$ cat src/rtl/reflet_fifo_port.sv
// Memory-mapped byte-stream responder for the reflet_cpu data bus.
// Holds a CPU-filled TX FIFO drained by a valid/ready stream and a stream-filled RX FIFO popped by the CPU.
module reflet_fifo_port #(
    parameter int                  wordsize  = 8,
    parameter logic [wordsize-1:0] base_addr = 8'hF0,
    parameter int                  depth     = 8
) (
    input  logic                clk,
    input  logic                reset,
    input  logic [wordsize-1:0] addr,
    input  logic [wordsize-1:0] data_in,
    input  logic                write_en,
    output logic [wordsize-1:0] data_out,
    output logic [wordsize-1:0] tx_data,
    output logic                tx_valid,
    input  logic                tx_ready,
    input  logic [wordsize-1:0] rx_data,
    input  logic                rx_valid,
    output logic                rx_ready
);

    localparam int          AW       = (depth > 1) ? $clog2(depth) : 1;
    localparam logic [AW:0] CNT_FULL = (AW + 1)'(depth);

    typedef enum logic [1:0] {
        REG_DATA   = 2'd0,
        REG_STATUS = 2'd1,
        REG_POP    = 2'd2,
        REG_CTRL   = 2'd3
    } reg_sel_t;

    logic [wordsize-1:0] r_tx_mem [depth];
    logic [wordsize-1:0] r_rx_mem [depth];

    logic [AW-1:0]       r_tx_wptr, r_tx_rptr;
    logic [AW-1:0]       r_rx_wptr, r_rx_rptr;
    logic [AW:0]         r_tx_cnt, r_rx_cnt;
    logic                r_tx_ovf, r_rx_unf;
    logic [wordsize-1:0] r_rdata;

    logic                w_hit;
    reg_sel_t            w_reg;
    logic                w_cpu_wr;
    logic                w_wr_data, w_wr_status, w_wr_pop, w_wr_ctrl;
    logic                w_tx_full, w_tx_empty, w_rx_full, w_rx_empty;
    logic                w_tx_push, w_tx_pop, w_tx_flush;
    logic                w_rx_push, w_rx_pop, w_rx_flush;
    logic [wordsize-1:0] w_status;
    logic [wordsize-1:0] w_rdata_next;

    // Address decode and per-register write strobes
    assign w_hit       = (addr[wordsize-1:2] == base_addr[wordsize-1:2]);
    assign w_reg       = reg_sel_t'(addr[1:0]);
    assign w_cpu_wr    = write_en & w_hit;
    assign w_wr_data   = w_cpu_wr & (w_reg == REG_DATA);
    assign w_wr_status = w_cpu_wr & (w_reg == REG_STATUS);
    assign w_wr_pop    = w_cpu_wr & (w_reg == REG_POP);
    assign w_wr_ctrl   = w_cpu_wr & (w_reg == REG_CTRL);

    // All full/empty decisions come from the counts held at the start of the cycle
    assign w_tx_full  = (r_tx_cnt == CNT_FULL);
    assign w_tx_empty = (r_tx_cnt == '0);
    assign w_rx_full  = (r_rx_cnt == CNT_FULL);
    assign w_rx_empty = (r_rx_cnt == '0);

    assign w_tx_flush = w_wr_ctrl & data_in[0];
    assign w_rx_flush = w_wr_ctrl & data_in[1];
    assign w_tx_push  = w_wr_data & ~w_tx_full & ~w_tx_flush;
    assign w_tx_pop   = ~w_tx_empty & tx_ready & ~w_tx_flush;
    assign w_rx_push  = rx_valid & ~w_rx_full & ~w_rx_flush;
    assign w_rx_pop   = w_wr_pop & ~w_rx_empty & ~w_rx_flush;

    assign tx_valid = ~w_tx_empty;
    assign tx_data  = r_tx_mem[r_tx_rptr];
    assign rx_ready = ~w_rx_full;
    assign data_out = r_rdata;

    always_comb begin
        w_status      = '0;
        w_status[5:0] = {r_rx_unf, r_tx_ovf, w_rx_empty, w_rx_full, w_tx_empty, w_tx_full};
    end

    always_comb begin
        w_rdata_next = '0;
        if (w_hit) begin
            unique case (w_reg)
                REG_DATA:   w_rdata_next = w_rx_empty ? '0 : r_rx_mem[r_rx_rptr];
                REG_STATUS: w_rdata_next = w_status;
                default:    w_rdata_next = '0;
            endcase
        end
    end

    // Storage arrays carry no reset; pointers and counts define what is valid
    always_ff @(posedge clk) begin
        if (w_tx_push) r_tx_mem[r_tx_wptr] <= data_in;
        if (w_rx_push) r_rx_mem[r_rx_wptr] <= rx_data;
    end

    always_ff @(posedge clk or negedge reset) begin
        if (!reset) begin
            r_tx_wptr <= '0;
            r_tx_rptr <= '0;
            r_tx_cnt  <= '0;
        end else if (w_tx_flush) begin
            r_tx_wptr <= '0;
            r_tx_rptr <= '0;
            r_tx_cnt  <= '0;
        end else begin
            if (w_tx_push) r_tx_wptr <= r_tx_wptr + 1'b1;
            if (w_tx_pop)  r_tx_rptr <= r_tx_rptr + 1'b1;
            unique case ({w_tx_push, w_tx_pop})
                2'b10:   r_tx_cnt <= r_tx_cnt + 1'b1;
                2'b01:   r_tx_cnt <= r_tx_cnt - 1'b1;
                default: r_tx_cnt <= r_tx_cnt;
            endcase
        end
    end

    always_ff @(posedge clk or negedge reset) begin
        if (!reset) begin
            r_rx_wptr <= '0;
            r_rx_rptr <= '0;
            r_rx_cnt  <= '0;
        end else if (w_rx_flush) begin
            r_rx_wptr <= '0;
            r_rx_rptr <= '0;
            r_rx_cnt  <= '0;
        end else begin
            if (w_rx_push) r_rx_wptr <= r_rx_wptr + 1'b1;
            if (w_rx_pop)  r_rx_rptr <= r_rx_rptr + 1'b1;
            unique case ({w_rx_push, w_rx_pop})
                2'b10:   r_rx_cnt <= r_rx_cnt + 1'b1;
                2'b01:   r_rx_cnt <= r_rx_cnt - 1'b1;
                default: r_rx_cnt <= r_rx_cnt;
            endcase
        end
    end

    // Sticky flags: one register is targeted per write cycle, so set and clear never collide
    always_ff @(posedge clk or negedge reset) begin
        if (!reset) begin
            r_tx_ovf <= 1'b0;
            r_rx_unf <= 1'b0;
        end else begin
            if (w_wr_data && w_tx_full)
                r_tx_ovf <= 1'b1;
            else if (w_wr_status && data_in[4])
                r_tx_ovf <= 1'b0;

            if (w_wr_pop && w_rx_empty)
                r_rx_unf <= 1'b1;
            else if (w_wr_status && data_in[5])
                r_rx_unf <= 1'b0;
        end
    end

    always_ff @(posedge clk or negedge reset) begin
        if (!reset) r_rdata <= '0;
        else        r_rdata <= w_rdata_next;
    end

endmodule
$ cat config.mk
export PLATFORM = sky130hd
export DESIGN_NAME = reflet_fifo_port
export DESIGN_NICKNAME = d
export VERILOG_FILES = /design/src/rtl/reflet_fifo_port.sv
export SDC_FILE = /design/constraint.sdc
export NUM_CORES = 1
export LEC_CHECK = 0
export ABC_AREA = 1
export BUFFER_PORTS_ARGS = -buffer_cell sky130_fd_sc_hd__buf_4
export CAP_MARGIN = 20
export CELL_PAD_IN_SITES_DETAIL_PLACEMENT = 1
export CELL_PAD_IN_SITES_GLOBAL_PLACEMENT = 1
export CORE_MARGIN = 2
export CORE_UTILIZATION = 48
export DETAILED_ROUTE_END_ITERATION = 8
export PLACE_DENSITY_LB_ADDON = 0.1
export RECOVER_POWER = 100
export SLEW_MARGIN = 20
export SYNTH_ARGS = -nofsm -noshare
export SYNTH_HDL_FRONTEND = slang
export SYNTH_SLANG_ARGS = --single-unit
$ cat constraint.sdc
create_clock -name clk -period 2.2 [get_ports clk]
set_clock_uncertainty 0.05 [all_clocks]
set_input_delay 0.22 -clock clk [delete_from_list [all_inputs] [get_ports clk]]
set_output_delay 0.22 -clock clk [all_outputs]
set_load 0.01 [all_outputs]
Word level (Yosys, flattened, before mapping) --
Memories as Yosys holds them, arrays and structs flattened. Cells that the tools add are included.
Cells by class: add/subtract/negate cells 8, multiply operators 0, divide/modulo/power cells 0, order comparisons 0, equal/unequal tests 10, shift operators 0, multiplexer cells 23, bitwise gates (word level) 21, reduce and logical (&&, ||, !) cells 15
Operators by type and width (number):
- 3-bit two-way mux | 8
- 8-bit two-way mux | 2
- 4-bit one-hot mux with 2 select lines | 2
- 8-bit one-hot mux with 2 select lines | 1
- 1-bit bitwise AND | 15
- 3-bit by 1-bit adder with 3-bit output, second input constant | 4
- 2-bit nonzero test | 6
- 4-bit by 1-bit adder with 4-bit output, second input constant | 2
- 2-bit == test, second input constant | 4
- 4-bit == test, second input constant | 2
- 4-bit zero test | 2
- 1-bit two-way mux | 8
- 4-bit two-way mux | 2
- 4-bit by 1-bit subtractor with 4-bit output, second input constant | 2
- 2-bit by 1-bit == test with 1-bit output, second input constant | 3
- 6-bit == test, second input constant | 1
- 1-bit NOT | 6
- 3-bit nonzero test | 2
- 1-bit logical AND | 4
- 2-bit zero test | 1
Word-level totals: register bits 30, latch bits 0, RAM bits 128, memory bits (read-only) 0, bits of input ports 29, logic and storage cells 88, memories kept 2
Memories:
- r_rx_mem | depth 8, bits a word 8, read ports 1, clocked after memory_dff 0, wr ports 1, RTL line 33 | logic [wordsize-1:0] r_rx_mem [depth];
- r_tx_mem | depth 8, bits a word 8, read ports 1, clocked after memory_dff 0, wr ports 1, RTL line 32 | logic [wordsize-1:0] r_tx_mem [depth];

Depth between registers and ports, before layout --
word-level depth 9, mapped depth 15

Worst setup path after synthesis --
OpenSTA, ideal clock, no wires.
path type input to register, start in addr[3], end mem r_tx_mem[0][0], enable pin, library setup time 383 ps, arrival time 1638 ps, data required time 1767 ps, path slack 128 ps, stages on the path 7, path buffers 0, cells stage by stage nor2_1 -> nand2_4 -> nor2_8 -> nand3_4 -> inv_1 -> nand2_1 -> nor3_1
On the way: word-level cells in the longest chain between the ends 8, elaborated cells between the ends (all ways) 10, those cells by class eq/ne: 1; mux: 2; bitwise: 7
Ends and longest elaborated chain:
- start, declared | RTL line 10 | input logic [wordsize-1:0] addr,
- 6-bit == test (*) | RTL line 52 | assign w_hit = (addr[wordsize-1:2] == base_addr[wordsize-1:2]);
- 1-bit bitwise AND (*) | RTL line 54 | assign w_cpu_wr = write_en & w_hit;
- 1-bit bitwise AND | RTL line 58 | assign w_wr_ctrl = w_cpu_wr & (w_reg == REG_CTRL);
- 1-bit bitwise AND | RTL line 66 | assign w_tx_flush = w_wr_ctrl & data_in[0];
- 1-bit NOT | RTL line 68 | assign w_tx_push = w_wr_data & ~w_tx_full & ~w_tx_flush;
- 1-bit bitwise AND (*) | RTL line 68
- 1-bit two-way mux (*) | RTL line 96 | if (w_tx_push) r_tx_mem[r_tx_wptr] <= data_in;
- 1-bit two-way mux (not written as such) (*) | RTL line 96
- end, declared | RTL line 32
Mark *: on every way between the ends. The rest lies on a longest branch, timed or not.

Worst setup path in the final report --
start reg r_rx_cnt[1], end mem r_rx_mem[3][7], enable pin
On the way: word-level cells in the longest chain between the ends 6
Ends and longest elaborated chain:
- start, declared | RTL line 37 | logic [AW:0] r_tx_cnt, r_rx_cnt;
- start signal, assigned | RTL line 133 | 2'b10: r_rx_cnt <= r_rx_cnt + 1'b1;
- start signal, assigned | RTL line 134 | 2'b01: r_rx_cnt <= r_rx_cnt - 1'b1;
- start signal, assigned | RTL line 135 | default: r_rx_cnt <= r_rx_cnt;
- 4-bit == test | RTL line 63 | assign w_rx_full = (r_rx_cnt == CNT_FULL);
- 1-bit NOT | RTL line 70 | assign w_rx_push = rx_valid & ~w_rx_full & ~w_rx_flush;
- 1-bit bitwise AND (2 in a row) | RTL line 70
- 1-bit two-way mux | RTL line 97 | if (w_rx_push) r_rx_mem[r_rx_wptr] <= rx_data;
- 1-bit two-way mux (not written as such) | RTL line 97
- end, declared | RTL line 33
Every way passes these cells.

==> results.json <==
{
  "status": "completed",
  "synth_top_family_by_area": "simple AND/OR/NAND/NOR gates",
  "syn_area_mm2": 0.00667,
  "p_per_area_mw_per_mm2": 1160,
  "cts_tree": "yes",
  "rows": 43,
  "start_util_pct": 48.6,
  "synth.distinct_cells": 34,
  "place_hpwl_um": 11400,
  "yosys.area_share.xor_xnor_pct": 0.525,
  "highest_layer": "met4",
  "ys_async_sr_fraction_pct": 19.0,
  "grt_pass1_wl_um": 27000,
  "yosys.area_share.simple_pct": 14.4,
  "met1_length_um": 7220,
  "cts_made_buffers": 17,
  "cap_violations": 0,
  "coreArea_mm2": 0.0137,
  "syn_to_final_growth_pct": 21.8,
  "drv_slew": 0,
  "setup-tns-final_ns": 0,
  "yosysTopAreaCellShare_pct": 57.6,
  "rsz0062_at_grt": "yes",
  "port_buffers": 46,
  "gp_congestion": 0.786,
  "synth_area_leaders": "edfxtp_1, dfrtp_1, nor2_1, o21ai_0, nand2_1",
  "antenna_found_initial": 0,
  "via_per_inst": 5.44,
  "yosys.area.top_type": "edfxtp_1",
  "ys_ff_latch": 158,
  "clockBufferDepth": 2,
  "hold_viol": 0,
  "clkTransAtPathRegs_ns": 0.06,
  "ys_seq_area_share_pct": 68.9,
  "drt_wl_total_um": 17500,
  "route.detailed.drc": 0,
  "placed_area_mm2": 0.00742,
  "final_layout_size_suffix_gt1_share_pct": 15.7,
  "die_x_um": 122,
  "drtIter0Drc": 308,
  "crit_fanout": 8,
  "track_usage_pct": 24.8,
  "synthMuxAreaShare_pct": 0,
  "dr.pass1.iters": 5,
  "period_minus_slack_ns": 2.20,
  "cp-start-kind": "flip-flop",
  "required_ns": 2.19,
  "wl_per_cell_um": 20.1,
  "grt_pass1_vias": 5034,
  "postRouteAntennaNets": 0,
  "cp_data_arrival_time_ns": 2.19,
  "p_leak_nw": 3.14,
  "hp-class": "primary input to flip-flop",
  "end_kind": "flip-flop",
  "fmax_mhz": 455,
  "finalSetupViolations": 0,
  "period_share_pct": 100,
  "via_count": 4731,
  "wl_met2_um": 9320,
  "final_net_count": 714,
  "grt_max_degree": 36,
  "clock-sinks": 158,
  "ctsRootBufferMaster": "clkbuf_16",
  "synth_compound_area_share_pct": 10.9,
  "vdd_drop_max_uv": 863,
  "critical_path_class": "flip-flop to flip-flop",
  "synth_fp_nets": 618,
  "overflow": 0,
  "layout_commonest_cell": "edfxtp_1",
  "synth_warnings": 0,
  "die_area_mm2": 0.0149,
  "htreeDepth": 4,
  "design_area_mm2": 0.00813,
  "ys.flop_type": "edfxtp_1",
  "relSlewSlack_pct": 34.9,
  "num_antenna_cells": 0,
  "die_h_um": 122,
  "avgSynthCellArea_um2": 11.5,
  "synth_edf_count": 128,
  "pin_count": 47,
  "syn_inst": 581,
  "final_cell_mix": "edfxtp_1, nor2_1, nand2_1",
  "clock_latency_ns": 0.42,
  "met3_length_um": 602,
  "synthAdderAreaFrac_pct": 1.50,
  "worstMarginPinSlew_ns": 0.972
}
worst max-delay path, cell delays in order (launching register included):
cell	delay (ns)
dfrtp_1	0.41
nor2_2	0.07
nand3_1	0.09
nand2_1	0.08
nor2_1	0.22
nand2_1	0.16
nor2_1	0.76
synthesized netlist by cell type, types with 3 or more instances:
| cell type | number |
|---|---|
| edfxtp_1 | 128 |
| nor2_1 | 97 |
| nand2_1 | 77 |
| o21ai_0 | 66 |
| inv_1 | 43 |
| dfrtp_1 | 30 |
| a21oi_1 | 19 |
| nand3_1 | 18 |
| clkbuf_1 | 16 |
| o22ai_1 | 11 |
| a31oi_1 | 9 |
| nor3_1 | 9 |
| ha_1 | 8 |
| o221ai_1 | 8 |
| a32o_1 | 5 |
| nand4_1 | 4 |
| buf_2 | 3 |
| inv_2 | 3 |
| nand2_2 | 3 |
| nor2_2 | 3 |
registers in the layout, indices dropped and copies added (netlist names):
name,count
r_rx_mem,64
r_tx_mem,64
data_out,8
r_rx_cnt,4
r_tx_cnt,4
r_rx_rptr,3
r_rx_wptr,3
r_tx_rptr,3
r_tx_wptr,3
r_rx_unf,1
r_tx_ovf,1
area by class of cell:
cell class | count | area [µm²]
Fill cell | 1439 | 5590
Sequential cell | 158 | 4600
Multi-Input combinational cell | 356 | 1830
Timing Repair Buffer | 97 | 661
Clock buffer | 20 | 447
Tap cell | 180 | 225
Clock inverter | 12 | 191
Inverter | 47 | 180
metrics by stage:
step / utilization, % / total power [mW] / setup WS (ns) / std cells / hold slack [ns]
6_report: 59.2 / 9.46 / 0.000412 / 870 / 0.0729
5_1_grt: 59.2 / 9.92 / -0.137 / 870 / 0.102
4_1_cts: 60.0 / 9.49 / -0.0356 / 870 / 0.00194
3_5_place_dp: 54.1 / 6.22 / -0.108 / 821 / 0.149
3_3_place_gp: 54.1 / 6.09 / -0.0113 / 821 / 0.145
2_1_floorplan: - / 5.21 / 0.128 / 581 / -0.126
metal layers:
metal	GRT usage, %	vias to the layer above
met5	0	-
met4	9.12	0
met3	5.06	30
met2	43.9	89
met1	30.1	2359
li1	-	2253
report_power, final:
group,switching [mW],total (mW),leakage [nW],internal [mW]
sequential,0.194,3.76,1.53,3.56
clock,1.14,3.18,0.314,2.03
combinational,1.57,2.53,1.30,0.960
kinds of logic (layout without fill, tap and decap cells):
logic type               Yosys count  after routing
AND/OR/NAND/NOR                  219            219
flip-flops                       158            158
AO/OA/AOI/OAI                    125            125
buffers and inverters             67            176
adder cells (fa/ha/maj)            8              8
XOR/XNOR                           4              4
path summary, 6_finish.rpt:
check | startpoint | endpoint | slack, ns | cells after the start
max | r_rx_cnt[1] | r_rx_mem[3][7] | 0.0004 | 6
min | tx_ready | r_tx_rptr[2] | 0.07 | 3
max reg2reg | r_rx_cnt[1] | r_rx_mem[3][7] | 0.0004 | 6
min reg2reg | r_rx_unf | r_rx_unf | 0.46 | 1
max in group asynchronous | reset | r_tx_cnt[1] | 1.13 | 2
min in group asynchronous | reset | r_tx_cnt[0] | 0.38 | 2
repair_timing:
| action | CTS | global route |
|---|---|---|
| pin swaps | 0 | 3 |
| setup buffers | 3 | 0 |
| hold buffers | 14 | 0 |
| resized for setup | 4 | 19 |
| hold endpoints to repair | 131 | 0 |
| setup endpoints to repair | 47 | 57 |
Power figures use the tool's default switching activity.
